==> config.mk <==
export PLATFORM = sky130hd
export DESIGN_NAME = stall_ctrl
export DESIGN_NICKNAME = d
export VERILOG_FILES = /design/src/rtl/stall_ctrl_pkg.sv /design/src/rtl/stall_ctrl_sat_counter.sv /design/src/rtl/stall_ctrl.sv
export SDC_FILE = /design/constraint.sdc
export NUM_CORES = 1
export LEC_CHECK = 0
export CELL_PAD_IN_SITES_DETAIL_PLACEMENT = 1
export CELL_PAD_IN_SITES_GLOBAL_PLACEMENT = 1
export CORE_ASPECT_RATIO = 1.5
export CORE_UTILIZATION = 39
export CTS_BUF_LIST = sky130_fd_sc_hd__clkbuf_8
export DETAILED_ROUTE_END_ITERATION = 10
export PLACE_DENSITY = 0.88
export SLEW_MARGIN = 10
export SYNTH_ARGS = -nofsm -noshare
export SYNTH_HDL_FRONTEND = slang
export SYNTH_HIERARCHICAL = 1
export SYNTH_SLANG_ARGS = --single-unit
==> constraint.sdc <==
create_clock -name Clk -period 4.1 [get_ports Clk]
set_input_delay 0.41 -clock Clk [delete_from_list [all_inputs] [get_ports Clk]]
set_output_delay 0.41 -clock Clk [all_outputs]
set_load 0.01 [all_outputs]
==> src/rtl/stall_ctrl_pkg.sv <==
// Shared encodings for the pipeline stall/flush controller: stall vectors, stage bits, FSM states.
// Also holds the reset polarity used across the controller and its counters.
package stall_ctrl_pkg;

  localparam int STALL_W = 6;

  localparam logic [STALL_W-1:0] STALL_NONE = 6'b000000;
  localparam logic [STALL_W-1:0] STALL_LU   = 6'b000111;
  localparam logic [STALL_W-1:0] STALL_MC   = 6'b001111;

  localparam int STG_PC  = 0;
  localparam int STG_IF  = 1;
  localparam int STG_ID  = 2;
  localparam int STG_EX  = 3;
  localparam int STG_MEM = 4;
  localparam int STG_WB  = 5;

  localparam logic RST_ENABLE = 1'b1;

  typedef enum logic {
    IDLE = 1'b0,
    BUSY = 1'b1
  } state_e;

endpackage

==> src/rtl/stall_ctrl_sat_counter.sv <==
// Saturating up-counter with synchronous clear; one cycle from inc to q.
// Holds at all-ones; clear has priority over inc.
module sat_counter #(
  parameter int W = 32
) (
  input  logic         clk,
  input  logic         inc,
  input  logic         clear,
  output logic [W-1:0] q
);

  localparam logic [W-1:0] ONE = {{(W-1){1'b0}}, 1'b1};

  logic [W-1:0] q_q;
  logic [W-1:0] q_d;

  always_comb begin
    q_d = q_q;
    if (clear) begin
      q_d = '0;
    end else if (inc && (q_q != '1)) begin
      q_d = q_q + ONE;
    end
  end

  always_ff @(posedge clk) begin
    q_q <= q_d;
  end

  assign q = q_q;

endmodule

==> src/rtl/stall_ctrl.sv <==
// Pipeline stall/flush controller: load-use stall plus a multi-cycle EX sequencer.
// Stall/flush/ready are combinational from state and inputs; stall count lags by one cycle.
module stall_ctrl #(
  parameter int MC_LEN_W = 6,
  parameter int CNT_W    = 32
) (
  input  logic                Clk,
  input  logic                Rst_n,
  input  logic                stallreq_id_i,
  input  logic                mc_req_i,
  input  logic [MC_LEN_W-1:0] mc_len_i,
  input  logic                flush_i,
  output logic [5:0]          stall_o,
  output logic                flush_o,
  output logic                mc_ready_o,
  output logic                busy_o,
  output logic [CNT_W-1:0]    stall_cnt_o
);
  import stall_ctrl_pkg::*;

  localparam logic [MC_LEN_W-1:0] ONE = {{(MC_LEN_W-1){1'b0}}, 1'b1};

  state_e              state_q, state_d;
  logic [MC_LEN_W-1:0] cnt_q, cnt_d;
  logic [CNT_W-1:0]    stall_cnt_q;
  logic                rst;

  assign rst = (Rst_n == RST_ENABLE);

  always_ff @(posedge Clk) begin
    if (rst) begin
      state_q <= IDLE;
      cnt_q   <= '0;
    end else begin
      state_q <= state_d;
      cnt_q   <= cnt_d;
    end
  end

  always_comb begin
    state_d = state_q;
    cnt_d   = cnt_q;
    if (flush_i) begin
      state_d = IDLE;
      cnt_d   = '0;
    end else begin
      case (state_q)
        IDLE: begin
          if (mc_req_i) begin
            state_d = BUSY;
            // A zero length still needs one BUSY cycle to deliver the ready pulse.
            cnt_d   = (mc_len_i == '0) ? ONE : mc_len_i;
          end
        end
        BUSY: begin
          if (cnt_q > ONE) begin
            cnt_d = cnt_q - ONE;
          end else begin
            state_d = IDLE;
            cnt_d   = '0;
          end
        end
        default: begin
          state_d = IDLE;
          cnt_d   = '0;
        end
      endcase
    end
  end

  always_comb begin
    stall_o    = STALL_NONE;
    flush_o    = 1'b0;
    mc_ready_o = 1'b0;
    busy_o     = 1'b0;
    if (!rst) begin
      busy_o = (state_q == BUSY);
      if (flush_i) begin
        flush_o = 1'b1;
      end else begin
        case (state_q)
          IDLE: begin
            if (mc_req_i) begin
              stall_o = STALL_MC;
            end else if (stallreq_id_i) begin
              stall_o = STALL_LU;
            end
          end
          BUSY: begin
            if (cnt_q > ONE) begin
              stall_o = STALL_MC;
            end else begin
              mc_ready_o = 1'b1;
              stall_o    = stallreq_id_i ? STALL_LU : STALL_NONE;
            end
          end
          default: stall_o = STALL_NONE;
        endcase
      end
    end
  end

  sat_counter #(.W(CNT_W)) u_stall_cnt (
    .clk   (Clk),
    .inc   (stall_o[STG_PC]),
    .clear (rst),
    .q     (stall_cnt_q)
  );

  assign stall_cnt_o = rst ? '0 : stall_cnt_q;

endmodule

==> results by group <==
Routing
  • DRT iter0 DRCs: 68
  • Vias per cell: 5.909
  • Routed wire length: 6916 um
  • Final routed DRC violation total: 0
  • 1st-pass router iterations: 4
  • Via count: 2,458
  • Routed wire per std cell: 16.63 um
  • ANT nets after route: 0

CTS
  • CTS tree: yes
  • Cts hold-fix bufs: 0
  • CTS Buf Count: 5
  • Post-CTS setup buffer count: 0
  • Clock Tree Buf Depth: 2
  • Clock tree root driver cell: clkbuf_8
  • Worst skew pair latency: 0.29 ns
  • Sink Count: 39
  • PostCTS Resize Cnt: 0
  • H-tree levels: 2
  • Worst-path clk slew: 0.08 ns

Outcome
  • Status: complete, no violations

GRT
  • Vias in the first global route: 2,513
  • First-pass GRT wire length: 11,640 um
  • Remaining global-route overflow: 0
  • Antenna violations before repair: 0
  • GRT Overall Usage: 0.2269
  • Largest net degree at the start of global routing: 73

Setup path
  • CP endpoint kind: register
  • Crit-path cells: inv_1, ha_1, nor2_1, nor3_2, a31oi_1, buf_4, nand4_1, nor4_2, nand4_1, nor4_1, mux2_2
  • Critical Path RT: 4.29 ns
  • WP data arrival: 3.71 ns
  • Crit path kind: register to register
  • CP max-delay cell: nor4_2
  • Setup crit start kind: register
  • CP max stage delay: 0.64 ns
  • Crit-path most repeated cell: nand4_1
  • Reg2reg setup slack: 0.58 ns
  • Largest delay contributor family on the critical path: simple AND/OR/NAND/NOR gates
  • Worst path bufs/invs: 2
  • Crit Path Max Fanout: 10

Finish
  • Most frequent cells in the layout: 48 x clkdlybuf4s50_1, 39 x dfxtp_1, 36 x nor2b_1, 22 x a21oi_1, 19 x nor2_1
  • Leading cell type in the layout, fill and taps excluded: clkdlybuf4s50_1
  • Ant diodes: 0
  • Final Cell Area: 0.003045 mm2
  • Post-route core utilization: 0.5003
  • Share of cells above drive strength 1: 0.07602
  • Layout Nets: 356
  • Area grow syn2layout: 24.50%

Floorplanning
  • Starting density of the core: 0.4018
  • Die W: 66.67 um
  • Core ar.: 0.006087 mm2
  • Die Ht: 99.00 um
  • # IOs: 52
  • Die area: 0.006600 mm2
  • Num rows: 35

Timing
  • Setup TNS: 0 ns
  • Slew margin rel.: 0.4719
  • Worst Skew: 0.005184 ns
  • Worst Max-Slew Pin Slew: 0.7862 ns
  • Period minus WS final: 3.524 ns
  • Hold_ws: 0.4987 ns
  • Max Slew Vio Count: 0
  • RSZ-0062 raised after global routing: no
  • Final setup viols: 0
  • F_max: 283.7 MHz
  • Crit share post-route: 0.8596
  • Final Hold Viols: 0

Synth
  • Post-synth cell types: 46
  • Main synth FF type: dfxtp_1
  • YS warnings: 6
  • EDFF count, synth: 0
  • Yosys reg bits: 39
  • Post-Syn Instances: 304
  • Synth top area cells: dfxtp_1 32%, nor2b_1 9.2%, o31ai_1 5.5%
  • Top cell type by total area after synthesis: dfxtp_1
  • Synthesized cell area: 0.002446 mm2
  • Yosys top cell area share: 0.3192
  • Async set-or-reset flop fraction in the synthesized netlist: 0
  • Synth Area per Inst: 8.046 um2
  • Post-synthesis sequential area ratio: 0.3192

Placed design
  • Area after DPL: 0.002958 mm2
  • Dpl hpwl: 5053 um
  • I/O Buffers: 49
  • Final Wtd Congestion: 0.8174

Worst hold path
  • Hold Crit Class: register to register

Power
  • PD cells: 241.0 mW/mm2
  • Max IR drop VDD: 129.6 uV
  • Leakage: 0.9663 nW

Run
  • Max cap viols: 0
-- cell usage after synthesis (4+ instances only) --
| master | instances |
|---|---|
| and4_1 | 4 |
| mux2i_1 | 4 |
| nor4_1 | 4 |
| xnor2_1 | 7 |
| or3_1 | 10 |
| inv_1 | 8 |
| o31ai_1 | 18 |
| nor2_1 | 19 |
| nand2_1 | 11 |
| nand3_1 | 14 |
| or4_1 | 13 |
| nor3_1 | 6 |
| nand4_1 | 11 |
| o21ai_0 | 10 |
| a31oi_1 | 4 |
| dfxtp_1 | 39 |
| a21oi_1 | 22 |
| clkbuf_1 | 15 |
| and3_1 | 4 |
| buf_2 | 4 |
| buf_4 | 4 |
| a2111oi_0 | 5 |
| nor2b_1 | 36 |
-- power by group --
part | internal (W) | switching (W) | total (W)
Sequential | 0.000383 | 0.00000865 | 0.000392
Combinational | 0.0000339 | 0.0000408 | 0.0000747
Clock | 0.000132 | 0.000136 | 0.000268
-- cell type report --
class	count	area [um2]
Fill cell	735	3042
Timing Repair Buffer	53	515.5
Clock buffer	6	82.58
Inverter	8	30.03
Sequential cell	39	780.7
Tap cell	74	92.59
Multi-Input combinational cell	235	1539
Clock inverter	1	5.005
-- flip-flops by register name (all words and copies together), names as in the netlist --
| signal | cells |
|---|---|
| cnt_q | 6 |
| u_stall_cnt/q | 32 |
| state_q | 1 |
-- logic make-up after synthesis --
kind of cell | share of synthesized area
muxes | 0.03478
xor gates and xnor gates | 0.03223
AOI/OAI and AO/OA | 0.1867
DFF | 0.3192
adders and majority gates | 0.01535
buffers and inverters | 0.05575
and+or+nand+nor | 0.3545
other | 0.001533
-- metrics by stage --
stage	power (W)	instances	worst slack [ns]
global route	0.0007654	416	0.2780
floorplan	0.0004471	305	0.8747
finish	0.0007339	416	0.5756
global placement	0.0004723	409	0.6337
detailed placement	0.0004756	409	0.4053
CTS	0.0007422	416	0.5963
-- worst paths after layout --
| check | end | cells past startpoint | startpoint |
|---|---|---|---|
| min reg2reg | u_stall_cnt/q[15] | 2 | u_stall_cnt/q[15] |
| min | u_stall_cnt/q[15] | 2 | u_stall_cnt/q[15] |
| max reg2reg | u_stall_cnt/q[31] | 11 | cnt_q[0] |
| max | u_stall_cnt/q[31] | 11 | cnt_q[0] |
-- worst register-to-register path, stage by stage, from the launching register on --
cell     delay [ns]
dfxtp_1        0.43
inv_1          0.11
ha_1           0.27
nor2_1         0.27
nor3_2         0.13
a31oi_1        0.20
buf_4          0.18
nand4_1        0.34
nor4_2         0.64
nand4_1        0.18
nor4_1         0.30
mux2_2         0.37
-- layer usage --
layer | vias up | track usage | share of wire
met2 | 66 | 0.4180 | 0.52
met1 | 1176 | 0.2455 | 0.41
met5 | - | 0 | 0
li1 | 1200 | - | -
met3 | 16 | 0.04051 | 0.046
met4 | 0 | 0.09002 | 0.026
No activity file was read; power rests on OpenSTA's default activity.
